`src/rtl/multicycle_controller_if.sv`:
```
// -----------------------------------------------------------------------------
// multicycle_controller_if
//   Bundle between the multicycle datapath and its control unit.
//   Instruction fields and ALU flags flow from the datapath to the controller;
//   mux selects and write enables flow back.
//
//   Signals:
//     Cond[3:0]       Instr[31:28] condition field
//     Op[1:0]         Instr[27:26] instruction class
//     Funct[5:0]      Instr[25:20] {I, cmd[3:0], S}
//     Rd[3:0]         Instr[15:12] destination register
//     ALUFlags[3:0]   {N,Z,C,V} from the ALU in the current cycle
//     PCWrite         PC register enable
//     AdrSrc          memory address select (0=PC, 1=ALUResult register)
//     MemWrite        memory write enable
//     IRWrite         instruction register enable
//     ResultSrc[1:0]  result select (00=ALUOut, 01=Data, 10=ALUResult)
//     ALUSrcA         ALU A select (0=RD1 register, 1=PC)
//     ALUSrcB[1:0]    ALU B select (00=RD2 register, 01=ExtImm, 10=constant 4)
//     ALUControl[1:0] 00=ADD, 01=SUB, 10=AND, 11=ORR
//     ImmSrc[1:0]     immediate-extension select
//     RegSrc[1:0]     register-file read address selects
//     RegWrite        register-file write enable
//
//   Modports:
//     master  datapath side (drives instruction fields and flags)
//     slave   controller side (drives selects and enables)
// -----------------------------------------------------------------------------
interface multicycle_controller_if;
   logic [3:0] Cond;
   logic [1:0] Op;
   logic [5:0] Funct;
   logic [3:0] Rd;
   logic [3:0] ALUFlags;

   logic       PCWrite;
   logic       AdrSrc;
   logic       MemWrite;
   logic       IRWrite;
   logic [1:0] ResultSrc;
   logic       ALUSrcA;
   logic [1:0] ALUSrcB;
   logic [1:0] ALUControl;
   logic [1:0] ImmSrc;
   logic [1:0] RegSrc;
   logic       RegWrite;

   modport master (
      output Cond, Op, Funct, Rd, ALUFlags,
      input  PCWrite, AdrSrc, MemWrite, IRWrite, ResultSrc, ALUSrcA, ALUSrcB,
             ALUControl, ImmSrc, RegSrc, RegWrite
   );

   modport slave (
      input  Cond, Op, Funct, Rd, ALUFlags,
      output PCWrite, AdrSrc, MemWrite, IRWrite, ResultSrc, ALUSrcA, ALUSrcB,
             ALUControl, ImmSrc, RegSrc, RegWrite
   );
endinterface

```
`src/rtl/multicycle_controller.sv`:
```
// -----------------------------------------------------------------------------
// multicycle_controller
//   Control unit for the multicycle ARM-subset datapath (ADD/SUB/AND/ORR,
//   LDR/STR, B). Contains the Moore sequencing FSM, the ALU-function decode,
//   the condition check, the registered condition result and the NZCV flags.
//   One instruction completes every 3 to 5 cycles.
//
//   Ports:
//     clk       in  system clock, rising edge
//     reset_n   in  synchronous active-low reset
//     ctrl_if   slave modport of multicycle_controller_if (instruction fields
//               and ALU flags in; selects and enables out)
//
//   Build option:
//     CTRL_CMP_EN  when defined, cmd=1010 (CMP) decodes as SUB and the
//                  instruction retires straight from execute without a
//                  register write-back. When undefined, 1010 decodes as ADD
//                  and follows the normal write-back path.
// -----------------------------------------------------------------------------
module multicycle_controller (
   input  logic                   clk,
   input  logic                   reset_n,
   multicycle_controller_if.slave ctrl_if
);

   typedef enum logic [3:0] {
      S_FETCH    = 4'd0,
      S_DECODE   = 4'd1,
      S_MEMADR   = 4'd2,
      S_MEMRD    = 4'd3,
      S_MEMWB    = 4'd4,
      S_MEMWR    = 4'd5,
      S_EXECUTER = 4'd6,
      S_EXECUTEI = 4'd7,
      S_ALUWB    = 4'd8,
      S_BRANCH   = 4'd9
   } state_t;

   state_t     state_q, state_d;
   state_t     state_out;      // state that drives the outputs
   logic [3:0] flags_q, flags_d;
   logic       cond_ex_q, cond_ex_d;

   // per-state internal controls
   logic       next_pc, branch, reg_w, mem_w, alu_op, ir_write, adr_src, alu_src_a;
   logic [1:0] result_src, alu_src_b;

   // ALU decode
   logic [1:0] alu_dec;
   logic [1:0] alu_ctl;
   logic [1:0] flag_w;
   logic       cond_pass;
   logic       pcs;
`ifdef CTRL_CMP_EN
   logic       is_cmp;
`endif

   // -------------------------------------------------------------------------
   // State, flag and condition registers
   // -------------------------------------------------------------------------
   always_ff @(posedge clk) begin
      if (!reset_n) begin
         state_q   <= S_FETCH;
         flags_q   <= 4'b0000;
         cond_ex_q <= 1'b0;
      end else begin
         state_q   <= state_d;
         flags_q   <= flags_d;
         cond_ex_q <= cond_ex_d;
      end
   end

   // -------------------------------------------------------------------------
   // ALU function decode on cmd = Funct[4:1]
   // -------------------------------------------------------------------------
   always_comb begin
      alu_dec = 2'b00;
`ifdef CTRL_CMP_EN
      is_cmp  = 1'b0;
`endif
      case (ctrl_if.Funct[4:1])
         4'b0100: alu_dec = 2'b00;   // ADD
         4'b0010: alu_dec = 2'b01;   // SUB
         4'b0000: alu_dec = 2'b10;   // AND
         4'b1100: alu_dec = 2'b11;   // ORR
`ifdef CTRL_CMP_EN
         4'b1010: begin              // CMP: subtract, flags only
            alu_dec = 2'b01;
            is_cmp  = 1'b1;
         end
`endif
         default: alu_dec = 2'b00;   // unsupported commands fall back to ADD
      endcase
   end

   assign alu_ctl = alu_op ? alu_dec : 2'b00;
   // C and V only make sense for arithmetic results, so logic ops leave them
   assign flag_w  = alu_op ? {ctrl_if.Funct[0],
                              ctrl_if.Funct[0] & (alu_dec == 2'b00 || alu_dec == 2'b01)}
                           : 2'b00;

   // -------------------------------------------------------------------------
   // Condition check against the architectural flags {N,Z,C,V}
   // -------------------------------------------------------------------------
   always_comb begin
      logic n, z, c, v;
      {n, z, c, v} = flags_q;
      cond_pass = 1'b0;
      case (ctrl_if.Cond)
         4'b0000: cond_pass = z;                 // EQ
         4'b0001: cond_pass = ~z;                // NE
         4'b0010: cond_pass = c;                 // CS
         4'b0011: cond_pass = ~c;                // CC
         4'b0100: cond_pass = n;                 // MI
         4'b0101: cond_pass = ~n;                // PL
         4'b0110: cond_pass = v;                 // VS
         4'b0111: cond_pass = ~v;                // VC
         4'b1000: cond_pass = c & ~z;            // HI
         4'b1001: cond_pass = ~(c & ~z);         // LS
         4'b1010: cond_pass = (n == v);          // GE
         4'b1011: cond_pass = (n != v);          // LT
         4'b1100: cond_pass = ~z & (n == v);     // GT
         4'b1101: cond_pass = ~(~z & (n == v));  // LE
         4'b1110: cond_pass = 1'b1;              // AL
         default: cond_pass = 1'b0;              // 1111 never executes
      endcase
   end

   // -------------------------------------------------------------------------
   // Next-state logic and per-state controls
   // -------------------------------------------------------------------------
   // While reset is held the selects present FETCH values so the datapath is
   // already pointed at the PC when reset releases.
   assign state_out = reset_n ? state_q : S_FETCH;

   always_comb begin
      state_d    = state_q;
      next_pc    = 1'b0;
      branch     = 1'b0;
      reg_w      = 1'b0;
      mem_w      = 1'b0;
      alu_op     = 1'b0;
      ir_write   = 1'b0;
      adr_src    = 1'b0;
      alu_src_a  = 1'b0;
      alu_src_b  = 2'b00;
      result_src = 2'b00;

      case (state_q)
         S_FETCH:    state_d = S_DECODE;
         S_DECODE: begin
            case (ctrl_if.Op)
               2'b01:   state_d = S_MEMADR;
               2'b00:   state_d = ctrl_if.Funct[5] ? S_EXECUTEI : S_EXECUTER;
               2'b10:   state_d = S_BRANCH;
               default: state_d = S_FETCH;
            endcase
         end
         S_MEMADR:   state_d = ctrl_if.Funct[0] ? S_MEMRD : S_MEMWR;
         S_MEMRD:    state_d = S_MEMWB;
         S_EXECUTER,
         S_EXECUTEI: begin
`ifdef CTRL_CMP_EN
            state_d = is_cmp ? S_FETCH : S_ALUWB;
`else
            state_d = S_ALUWB;
`endif
         end
         default:    state_d = S_FETCH;  // MEMWB, MEMWR, ALUWB, BRANCH
      endcase

      case (state_out)
         S_FETCH: begin
            ir_write   = 1'b1;
            alu_src_a  = 1'b1;
            alu_src_b  = 2'b10;
            result_src = 2'b10;
            next_pc    = 1'b1;
         end
         S_DECODE: begin
            alu_src_a  = 1'b1;
            alu_src_b  = 2'b10;
            result_src = 2'b10;
         end
         S_MEMADR:   alu_src_b = 2'b01;
         S_MEMRD:    adr_src   = 1'b1;
         S_MEMWB: begin
            result_src = 2'b01;
            reg_w      = 1'b1;
         end
         S_MEMWR: begin
            adr_src = 1'b1;
            mem_w   = 1'b1;
         end
         S_EXECUTER: alu_op = 1'b1;
         S_EXECUTEI: begin
            alu_src_b = 2'b01;
            alu_op    = 1'b1;
         end
         S_ALUWB:    reg_w = 1'b1;
         S_BRANCH: begin
            alu_src_b  = 2'b01;
            result_src = 2'b10;
            branch     = 1'b1;
         end
         default: ;
      endcase
   end

   // -------------------------------------------------------------------------
   // Flag and condition-result updates
   // -------------------------------------------------------------------------
   always_comb begin
      flags_d = flags_q;
      if ((state_q == S_EXECUTER || state_q == S_EXECUTEI) && cond_ex_q) begin
         if (flag_w[1]) flags_d[3:2] = ctrl_if.ALUFlags[3:2];
         if (flag_w[0]) flags_d[1:0] = ctrl_if.ALUFlags[1:0];
      end
   end

   // the condition is sampled once per instruction, against pre-instruction flags
   assign cond_ex_d = (state_q == S_DECODE) ? cond_pass : cond_ex_q;

   // -------------------------------------------------------------------------
   // Outputs; enables are additionally masked by reset
   // -------------------------------------------------------------------------
   // a register write to R15 is a jump
   assign pcs = branch | (reg_w & (ctrl_if.Rd == 4'd15));

   assign ctrl_if.PCWrite    = reset_n & (next_pc | (pcs & cond_ex_q));
   assign ctrl_if.IRWrite    = reset_n & ir_write;
   assign ctrl_if.RegWrite   = reset_n & reg_w & cond_ex_q;
   assign ctrl_if.MemWrite   = reset_n & mem_w & cond_ex_q;
   assign ctrl_if.AdrSrc     = adr_src;
   assign ctrl_if.ResultSrc  = result_src;
   assign ctrl_if.ALUSrcA    = alu_src_a;
   assign ctrl_if.ALUSrcB    = alu_src_b;
   assign ctrl_if.ALUControl = alu_ctl;
   assign ctrl_if.ImmSrc     = ctrl_if.Op;
   assign ctrl_if.RegSrc     = {(ctrl_if.Op == 2'b01), (ctrl_if.Op == 2'b10)};

endmodule

```
`src/flat_wrapper.sv`:
```
// flat-port wrapper written by rule: the top's interface ports become plain ports
module multicycle_controller_flat 
  (clk, reset_n, ctrl_if_Cond, ctrl_if_Op, ctrl_if_Funct, ctrl_if_Rd, ctrl_if_ALUFlags, ctrl_if_PCWrite, ctrl_if_AdrSrc, ctrl_if_MemWrite, ctrl_if_IRWrite, ctrl_if_ResultSrc, ctrl_if_ALUSrcA, ctrl_if_ALUSrcB, ctrl_if_ALUControl, ctrl_if_ImmSrc, ctrl_if_RegSrc, ctrl_if_RegWrite);
  multicycle_controller_if ctrl_if_i ();
  input  logic clk;
  input  logic reset_n;
  input wire logic [$bits(ctrl_if_i.Cond)-1:0] ctrl_if_Cond;
  input wire logic [$bits(ctrl_if_i.Op)-1:0] ctrl_if_Op;
  input wire logic [$bits(ctrl_if_i.Funct)-1:0] ctrl_if_Funct;
  input wire logic [$bits(ctrl_if_i.Rd)-1:0] ctrl_if_Rd;
  input wire logic [$bits(ctrl_if_i.ALUFlags)-1:0] ctrl_if_ALUFlags;
  output wire logic [$bits(ctrl_if_i.PCWrite)-1:0] ctrl_if_PCWrite;
  output wire logic [$bits(ctrl_if_i.AdrSrc)-1:0] ctrl_if_AdrSrc;
  output wire logic [$bits(ctrl_if_i.MemWrite)-1:0] ctrl_if_MemWrite;
  output wire logic [$bits(ctrl_if_i.IRWrite)-1:0] ctrl_if_IRWrite;
  output wire logic [$bits(ctrl_if_i.ResultSrc)-1:0] ctrl_if_ResultSrc;
  output wire logic [$bits(ctrl_if_i.ALUSrcA)-1:0] ctrl_if_ALUSrcA;
  output wire logic [$bits(ctrl_if_i.ALUSrcB)-1:0] ctrl_if_ALUSrcB;
  output wire logic [$bits(ctrl_if_i.ALUControl)-1:0] ctrl_if_ALUControl;
  output wire logic [$bits(ctrl_if_i.ImmSrc)-1:0] ctrl_if_ImmSrc;
  output wire logic [$bits(ctrl_if_i.RegSrc)-1:0] ctrl_if_RegSrc;
  output wire logic [$bits(ctrl_if_i.RegWrite)-1:0] ctrl_if_RegWrite;
  assign ctrl_if_i.Cond = ctrl_if_Cond;
  assign ctrl_if_i.Op = ctrl_if_Op;
  assign ctrl_if_i.Funct = ctrl_if_Funct;
  assign ctrl_if_i.Rd = ctrl_if_Rd;
  assign ctrl_if_i.ALUFlags = ctrl_if_ALUFlags;
  assign ctrl_if_PCWrite = ctrl_if_i.PCWrite;
  assign ctrl_if_AdrSrc = ctrl_if_i.AdrSrc;
  assign ctrl_if_MemWrite = ctrl_if_i.MemWrite;
  assign ctrl_if_IRWrite = ctrl_if_i.IRWrite;
  assign ctrl_if_ResultSrc = ctrl_if_i.ResultSrc;
  assign ctrl_if_ALUSrcA = ctrl_if_i.ALUSrcA;
  assign ctrl_if_ALUSrcB = ctrl_if_i.ALUSrcB;
  assign ctrl_if_ALUControl = ctrl_if_i.ALUControl;
  assign ctrl_if_ImmSrc = ctrl_if_i.ImmSrc;
  assign ctrl_if_RegSrc = ctrl_if_i.RegSrc;
  assign ctrl_if_RegWrite = ctrl_if_i.RegWrite;
  multicycle_controller u_core (.clk(clk), .reset_n(reset_n), .ctrl_if(ctrl_if_i));
endmodule
```
`config.mk`:
```
export PLATFORM = sky130hd
export DESIGN_NAME = multicycle_controller_flat
export DESIGN_NICKNAME = d
export VERILOG_FILES = /design/src/rtl/multicycle_controller_if.sv /design/src/rtl/multicycle_controller.sv /design/src/flat_wrapper.sv
export SDC_FILE = /design/constraint.sdc
export NUM_CORES = 1
export LEC_CHECK = 0
export CAP_MARGIN = 10
export CORE_UTILIZATION = 55
export DETAILED_ROUTE_END_ITERATION = 6
export DONT_BUFFER_PORTS = 1
export PLACE_DENSITY = 0.73
export SETUP_SLACK_MARGIN = 0.3
export SYNTH_ARGS = -nofsm -noshare
export SYNTH_HDL_FRONTEND = slang
export SYNTH_SLANG_ARGS = --single-unit
```
`constraint.sdc`:
```
create_clock -name clk -period 1.17 [get_ports clk]
set_input_delay 0.117 -clock clk [delete_from_list [all_inputs] [get_ports clk]]
set_output_delay 0.117 -clock clk [all_outputs]
set_load 0.02 [all_outputs]
```
==> impl_metrics.py, run 1 <==
metrics = {
    "clock_tree": {
        "h-tree-depth": 1,
        "clock-sinks": 9,
        "hold_buffers": 1,
        "post_cts_resized": 22,
        "cts_buffers": 3,
        "post_cts_buffers": 6,
        "cts-root-buf": "clkbuf_4",
        "clockBufferDepth": 2,
    },
    "placement": {
        "portBuffers": 0,
        "dpl_cell_area_um2": 1180,
        "gp_congestion": 0.798,
        "hpwl_um": 1860,
    },
    "status": {
        "haltStage": "4_1_cts",
        "status": "did not finish",
        "firstError": "[ERROR DPL-0033] detailed placement checks failed during check placement.",
    },
    "synthesis": {
        "synth_cells": 118,
        "ys_seq_area_share_pct": 21.2,
        "synth.distinct_cells": 35,
        "synth_xor_area_share_pct": 5.15,
        "ys_top_cells_by_count": "10 x nand2_1, 9 x a21oi_1, 9 x dfxtp_1, 9 x o21ai_0, 8 x nor2_1",
        "synth_edf_count": 0,
        "yosys.area.top_type": "dfxtp_1",
        "synth_area_leaders": "dfxtp_1 21%, a21oi_1 5.3%, o21ai_0 5.3%",
        "muxShareOfSynthArea_pct": 7.36,
        "ys_seq_elements": 9,
        "synth_flop_cell": "dfxtp_1",
        "syn_avg_cell_area_um2": 7.20,
        "synth-compound-area-share_pct": 22.8,
        "synth_fa_ha_area_share_pct": 0,
        "synth_nets": 140,
        "synth_top_area_share_pct": 21.2,
        "yosysMostFrequentCell": "nand2_1",
        "yosys.area_share.simple_pct": 33.9,
        "netlist_area_um2": 850,
        "synth_top_family_by_area": "simple AND/OR/NAND/NOR gates",
        "synthArstFlopShare_pct": 0,
        "ys_warn_count": 0,
    },
    "floorplan": {
        "fp.dieW_um": 41.3,
        "pin_count": 38,
        "fp-row-count": 13,
        "start_util_pct": 62.2,
        "die_h_um": 41.3,
    },
}
## logic make-up after synthesis
logic type / after synthesis
compound gates: 31
xor+xnor: 5
buf+inv: 17
flops: 9
mux: 6
simple gates: 50
## metrics by stage
step	cells	setup slack [ns]	util (%)
floorplan	118	0.0151	-
global placement	143	-0.0949	86.2
detailed placement	143	-0.131	86.2
==> run 2: changes to the inputs <==
--- a/config.mk
+++ b/config.mk
@@ -6,11 +6,11 @@
 export NUM_CORES = 1
 export LEC_CHECK = 0
 export CAP_MARGIN = 10
-export CORE_UTILIZATION = 55
+export CORE_AREA = 2 2 63 65
 export DETAILED_ROUTE_END_ITERATION = 6
+export DIE_AREA = 0 0 65 67
 export DONT_BUFFER_PORTS = 1
-export PLACE_DENSITY = 0.73
-export SETUP_SLACK_MARGIN = 0.3
+export PLACE_DENSITY_LB_ADDON = 0.15
 export SYNTH_ARGS = -nofsm -noshare
 export SYNTH_HDL_FRONTEND = slang
 export SYNTH_SLANG_ARGS = --single-unit
==> constraint.sdc (replaced) <==
create_clock -name clk -period 1.5 [get_ports clk]
set_input_delay 0.15 -clock clk [delete_from_list [all_inputs] [get_ports clk]]
set_output_delay 0.15 -clock clk [all_outputs]
set_load 0.02 [all_outputs]
==> impl_metrics.py, run 2 <==
metrics = {
    "route": {
        "drt_iter0_drc": 44,
        "viasPerCell": 5.03,
        "routed_wirelength_um": 2350,
        "wl_per_cell_um": 13.3,
        "antenna_left": 0,
        "routed-via-count": 891,
        "drc": 0,
        "drtPass1Iterations": 4,
    },
    "power_and_ir_drop": {
        "pwr-share-clk_pct": 38.8,
        "seqPwrFrac_pct": 35.9,
        "cellPowerDensity_nw_per_um2": 672,
        "pwr-share-comb_pct": 25.3,
        "p_sw_mw": 0.207,
        "ir_worst_vdd_v": 0.000280,
        "power.leakage_nw": 0.377,
        "internal_power_mw": 0.516,
        "p_sw_share_pct": 28.6,
    },
    "clock_tree": {
        "clk_pin_slew_ns": 0.05,
        "clk_latency_ns": 0.23,
        "clockBufferDepth": 2,
        "h-tree-depth": 1,
        "clock-sinks": 9,
        "cts-root-buf": "clkbuf_8",
        "cts_buffers": 3,
        "cts_tree": "built",
        "hold_buffers": 0,
        "post_cts_buffers": 0,
    },
    "worst_setup_path": {
        "max_stage_delay_ns": 0.36,
        "path_buf_inv": 2,
        "r2r_cells": 5,
        "crit_path_frequent_cell": "buf_4",
        "critical-path-top-delay-family": "flip-flops",
        "setup.worst_path.start_class": "flip-flop",
        "crit_slowest_cell": "dfxtp_4",
        "cp.required_ns": 1.35,
        "r2r_end": "u_core.cond_ex_q$_SDFFE_PN0P_",
        "r2r_setup_slack_ns": 0.17,
        "crit_arrival_ns": 1.30,
        "critPathCaptureType": "output port",
        "critical_path_class": "flip-flop to output port",
        "path_max_fanout": 7,
        "cp_cell_sequence": "buf_4 -> nor2_2 -> nand3_1 -> a21boi_1 -> buf_4",
        "r2r-start": "u_core.flags_q[3]$_SDFFE_PN0P_",
    },
    "finish": {
        "num_antenna_cells": 0,
        "utilization_pct": 29.8,
        "mostFrequentLayoutCells": "18 x buf_4, 8 x o21ai_0, 8 x a21oi_1, 7 x nand2_1, 7 x nor2b_1",
        "synthToLayoutAreaGrowth_pct": 26.7,
        "final_common_cell": "buf_4",
        "drive_gt1_share_pct": 32.6,
        "layout.nets": 152,
        "reg_top3": "u_core.flags_q: 4 flops, u_core.state_q: 4 flops, u_core.cond_ex_q: 1 flops",
        "fillCellCount": 400,
    },
    "placement": {
        "gp_congestion": 0.759,
        "portBuffers": 0,
        "hpwl_um": 1850,
        "pre_cts_ws_ns": 0.134,
    },
    "global_routing": {
        "grt_max_degree": 14,
        "grt_pass1_wl_um": 3990,
        "grt_overflow": 0,
        "grt_usage_pct": 11.6,
        "antenna_found_initial": 0,
        "grt_pass1_vias": 879,
    },
    "min_path": {
        "holdPathEnd": "u_core.flags_q[3]$_SDFFE_PN0P_",
        "worst_hold_startpoint": "reset_n",
        "worstHoldPathType": "input port to flip-flop",
        "whs_path_depth": 1,
    },
    "synthesis": {
        "yosys.area.top_type": "dfxtp_1",
        "netlist_area_um2": 850,
        "ys_top_cells_by_count": "10 x nand2_1, 9 x a21oi_1, 9 x dfxtp_1, 9 x o21ai_0, 8 x nor2_1",
        "synthArstFlopShare_pct": 0,
        "synth.distinct_cells": 35,
        "synth_edf_count": 0,
        "synth_flop_cell": "dfxtp_1",
        "syn_avg_cell_area_um2": 7.20,
        "ys_seq_area_share_pct": 21.2,
        "yosysMostFrequentCell": "nand2_1",
        "ys_seq_elements": 9,
        "ys_warn_count": 0,
        "synth_area_leaders": "dfxtp_1 21%, a21oi_1 5.3%, o21ai_0 5.3%",
        "synth_top_area_share_pct": 21.2,
        "synth_cells": 118,
        "synth_nets": 140,
    },
    "floorplan": {
        "pin_count": 38,
        "coreArea_um2": 3610,
        "die_h_um": 67,
        "start_util_pct": 23.6,
        "fp.dieW_um": 65,
        "fp-row-count": 22,
        "die-area_um2": 4360,
    },
    "sta": {
        "finClkSkew_ns": 0.00131,
        "fin_ws_ns": 0.0498,
        "worst_pin_slew_ns": 0.386,
        "hold_violations": 0,
        "setup-violations-final": 0,
        "final_max_slew_viol_count": 0,
        "rsz0062_at_grt": "true",
        "min_period_ns": 1.45,
        "clock.fmax_mhz": 690,
        "period_share_pct": 96.7,
        "slew_headroom_pct": 73.9,
    },
    "status": {
        "status": "finished clean",
    },
    "job": {
        "drv_cap": 0,
    },
}
==> run 2: cell counts after synthesis <==
No cell type changed its count.
==> run 2: cells by family after synthesis <==
logic type                Yosys count  synth area share (%)
DFF                                 9                  21.2
muxes                               6                  7.36
xor gates and xnor gates            5                  5.15
buffers and inverters              17                  9.57
AOI/OAI and AO/OA                  31                  22.8
and+or+nand+nor                    50                  33.9
==> run 2: worst max path at each step <==
stage	start	to	slack (ns)	cells past startpoint
6_report	u_core.state_q[2]$_SDFF_PN0_	ctrl_if_ALUSrcB[0]	0.05	5
5_1_grt	u_core.state_q[2]$_SDFF_PN0_	ctrl_if_ALUControl[0]	-0.01	4
4_1_cts	u_core.state_q[2]$_SDFF_PN0_	ctrl_if_ALUSrcB[0]	-0.01	5
3_5_place_dp	u_core.state_q[3]$_SDFF_PN0_	ctrl_if_PCWrite	0.13	4
3_3_place_gp	u_core.state_q[2]$_SDFF_PN0_	ctrl_if_ALUSrcB[0]	0.14	5
2_1_floorplan	u_core.state_q[1]$_SDFF_PN0_	ctrl_if_ALUControl[0]	-0.16	4
==> run 2: power by group through the flow <==
stage / clock, mW / combinational (mW) / sequential (mW)
floorplan: 0 / 0.151 / 0.259
global placement: 0 / 0.174 / 0.265
detailed placement: 0 / 0.174 / 0.264
CTS: 0.293 / 0.176 / 0.260
global route: 0.310 / 0.202 / 0.261
finish: 0.280 / 0.183 / 0.260
==> run 2: worst register-to-register path: stages, from the launching register on <==
cell     delay, ns
dfxtp_1       0.36
nor4b_1       0.42
a31oi_1       0.08
a21oi_1       0.14
o21ai_0       0.10
a31oi_1       0.15
==> run 2: stage by stage <==
stage	hold WS, ns	cells	power, mW	setup TNS, ns	instance area (um^2)
detailed placement	0.290	173	0.439	0	986
finish	0.0528	177	0.723	0	1080
CTS	0.0498	177	0.730	-0.0272	1030
global route	0.0708	177	0.772	-0.0120	1080
global placement	0.283	173	0.438	0	986
floorplan	0.315	118	0.410	-0.380	850
==> run 2: final cells by class <==
cell class	count	area (um^2)	area share (%)
multi-input combinational	92	624	58.0
sequential	9	189	17.6
timing repair buffer	18	135	12.6
tap	48	60.1	5.58
clock buffer	4	45.0	4.19
inverter	6	22.5	2.09
==> run 2: what timing repair did <==
item,CTS,global route
hold endpoints to repair,0,0
setup endpoints to repair,6,6
pin swaps,0,2
resized for setup,3,15
==> run 2: per-layer routing <==
metal	routed length [um]	track usage, %	up-vias
li1	-	-	442
met1	1030	13.4	426
met2	1170	20.4	21
met3	142	4.39	2
met4	11	2.39	0
met5	0	0	-
No activity file was read; power rests on OpenSTA's default activity.
==> run 3: changes to the inputs <==
--- a/config.mk
+++ b/config.mk
@@ -14,3 +14,4 @@
 export SYNTH_ARGS = -nofsm -noshare
 export SYNTH_HDL_FRONTEND = slang
 export SYNTH_SLANG_ARGS = --single-unit
+export TNS_END_PERCENT = 100
==> results of run 3 <==
The final DEF is identical to that of run 2; final timing and power are the same.
==> run 4: changes to the inputs <==
==> constraint.sdc (replaced) <==
create_clock -name clk -period 1.7 [get_ports clk]
set_input_delay 0.17 -clock clk [delete_from_list [all_inputs] [get_ports clk]]
set_output_delay 0.17 -clock clk [all_outputs]
set_load 0.02 [all_outputs]
==> impl_metrics.py, run 4 (synthesis gave the netlist of run 2 again) <==
metrics = {
    "power_and_ir_drop": {
        "power.leakage_nw": 0.348,
        "cellPowerDensity_nw_per_um2": 628,
        "ir_worst_vdd_v": 0.000339,
    },
    "route": {
        "top_layer": "met4",
        "wl_met1_um": 1070,
        "routed_wirelength_um": 2340,
        "viasPerCell": 4.96,
        "routed-via-count": 853,
        "met3WireLength_um": 151,
        "drtPass1Iterations": 4,
        "wl_per_cell_um": 13.6,
        "drc": 0,
        "dr_wl_met2_um": 1110,
        "drt_iter0_drc": 50,
        "antenna_left": 0,
    },
    "finish": {
        "mostFrequentLayoutCells": "13 x buf_4, 10 x nand2_1, 9 x o21ai_0, 9 x a21oi_1, 8 x nor2_1",
        "synthToLayoutAreaGrowth_pct": 17.8,
        "layout.nets": 147,
        "final_common_cell": "buf_4",
        "drive_gt1_share_pct": 22.6,
        "num_antenna_cells": 0,
        "reg_top3": "u_core.flags_q: 4 flops, u_core.state_q: 4 flops, u_core.cond_ex_q: 1 flops",
    },
    "sta": {
        "slew_headroom_pct": 70.2,
        "fin_ws_ns": 0.128,
        "hold_violations": 0,
        "worst_pin_slew_ns": 0.445,
        "period_share_pct": 92.5,
        "rsz0062_at_grt": "false",
        "min_period_ns": 1.57,
        "finalSetupTns_ns": 0,
        "final_max_slew_viol_count": 0,
        "clock.fmax_mhz": 636,
        "setup-violations-final": 0,
        "finClkSkew_ns": 0.00140,
    },
    "clock_tree": {
        "hold_buffers": 0,
        "clockBufferDepth": 2,
        "post_cts_buffers": 0,
        "cts_tree": "built",
        "h-tree-depth": 1,
        "cts_buffers": 3,
        "clk_latency_ns": 0.23,
        "clock-sinks": 9,
        "cts-root-buf": "clkbuf_8",
        "clk_pin_slew_ns": 0.05,
        "post_cts_resized": 1,
    },
    "global_routing": {
        "grt_overflow": 0,
        "grt_max_degree": 13,
        "grt_pass1_vias": 828,
        "grt_pass1_wl_um": 3900,
        "grt_usage_pct": 11.7,
        "antenna_found_initial": 0,
    },
    "floorplan": {
        "fp-row-count": 22,
        "coreArea_um2": 3610,
        "fp.dieW_um": 65,
        "die-area_um2": 4360,
        "start_util_pct": 23.6,
        "die_h_um": 67,
        "pin_count": 38,
    },
    "placement": {
        "pre_cts_ws_ns": 0.249,
        "hpwl_um": 1830,
        "portBuffers": 0,
        "gp_congestion": 0.779,
    },
    "worst_setup_path": {
        "critPathCaptureType": "output port",
        "path_max_fanout": 10,
        "crit_arrival_ns": 1.40,
        "setup.worst_path.start_class": "flip-flop",
        "critical_path_class": "flip-flop to output port",
        "cp.required_ns": 1.53,
    },
    "min_path": {
        "worstHoldPathType": "input port to flip-flop",
    },
    "job": {
        "drv_cap": 0,
    },
    "status": {
        "status": "finished clean",
    },
}
run 4: cell types whose count changed in the layout (fill, tap and decap cells not counted), moves of 2 or more:
| cell | delta |
|---|---|
| nand2_1 | +3 |
| dfxtp_2 | +3 |
| nand2_2 | -3 |
| dfxtp_4 | -2 |
| buf_4 | -5 |
| nor4_1 | +2 |
| nor2_2 | -2 |
| nor4_2 | -2 |
| nor2_1 | +2 |
run 4: path summary, 6_finish.rpt:
path | endpoint | slack, ns | cells past startpoint | start
worst max-delay path | ctrl_if_ALUSrcB[0] | 0.13 | 5 | u_core.state_q[1]$_SDFF_PN0_
worst min-delay path | u_core.flags_q[2]$_SDFFE_PN0P_ | 0.07 | 1 | reset_n
worst max register to register | u_core.cond_ex_q$_SDFFE_PN0P_ | 0.30 | 5 | u_core.flags_q[1]$_SDFFE_PN0P_
worst min register to register | u_core.state_q[2]$_SDFF_PN0_ | 0.56 | 2 | u_core.state_q[1]$_SDFF_PN0_
run 4: layout make-up:
class / count / area [um^2]
Timing Repair Buffer: 13 / 97.6
Fill cell: 400 / 2610
Tap cell: 48 / 60.1
Inverter: 6 / 22.5
Sequential cell: 9 / 185
Clock buffer: 4 / 45.0
Multi-Input combinational cell: 92 / 591
run 4: critical path, cell delays in order, from the launching register on:
cell and delay [ns]:
dfxtp_2 0.37, buf_4 0.18, nor2_1 0.16, nand3_1 0.10, a21boi_1 0.19, buf_4 0.17
run 4: where the power goes:
| part | total, mW | switching [mW] | internal (mW) |
|---|---|---|---|
| Clock | 0.252 | 0.0881 | 0.164 |
| Sequential | 0.239 | 0.0174 | 0.221 |
| Combinational | 0.138 | 0.0747 | 0.0637 |
run 4: per-layer routing:
layer | up-vias | global-route usage [%]
li1 | 434 | -
met1 | 399 | 14.4
met2 | 18 | 18.8
met3 | 2 | 4.56
met4 | 0 | 3.19
met5 | - | 0
run 4: through the flow:
stage | hold slack, ns | power [mW] | area, um^2 | util [%] | instances
after floorplan | 0.335 | 0.362 | 850 | - | 118
after global placement | 0.302 | 0.378 | 948 | 26.3 | 168
after detailed placement | 0.307 | 0.378 | 948 | 26.3 | 168
after CTS | 0.0666 | 0.632 | 993 | 27.6 | 172
after global routing | 0.0646 | 0.667 | 1000 | 27.8 | 172
final | 0.0684 | 0.629 | 1000 | 27.8 | 172
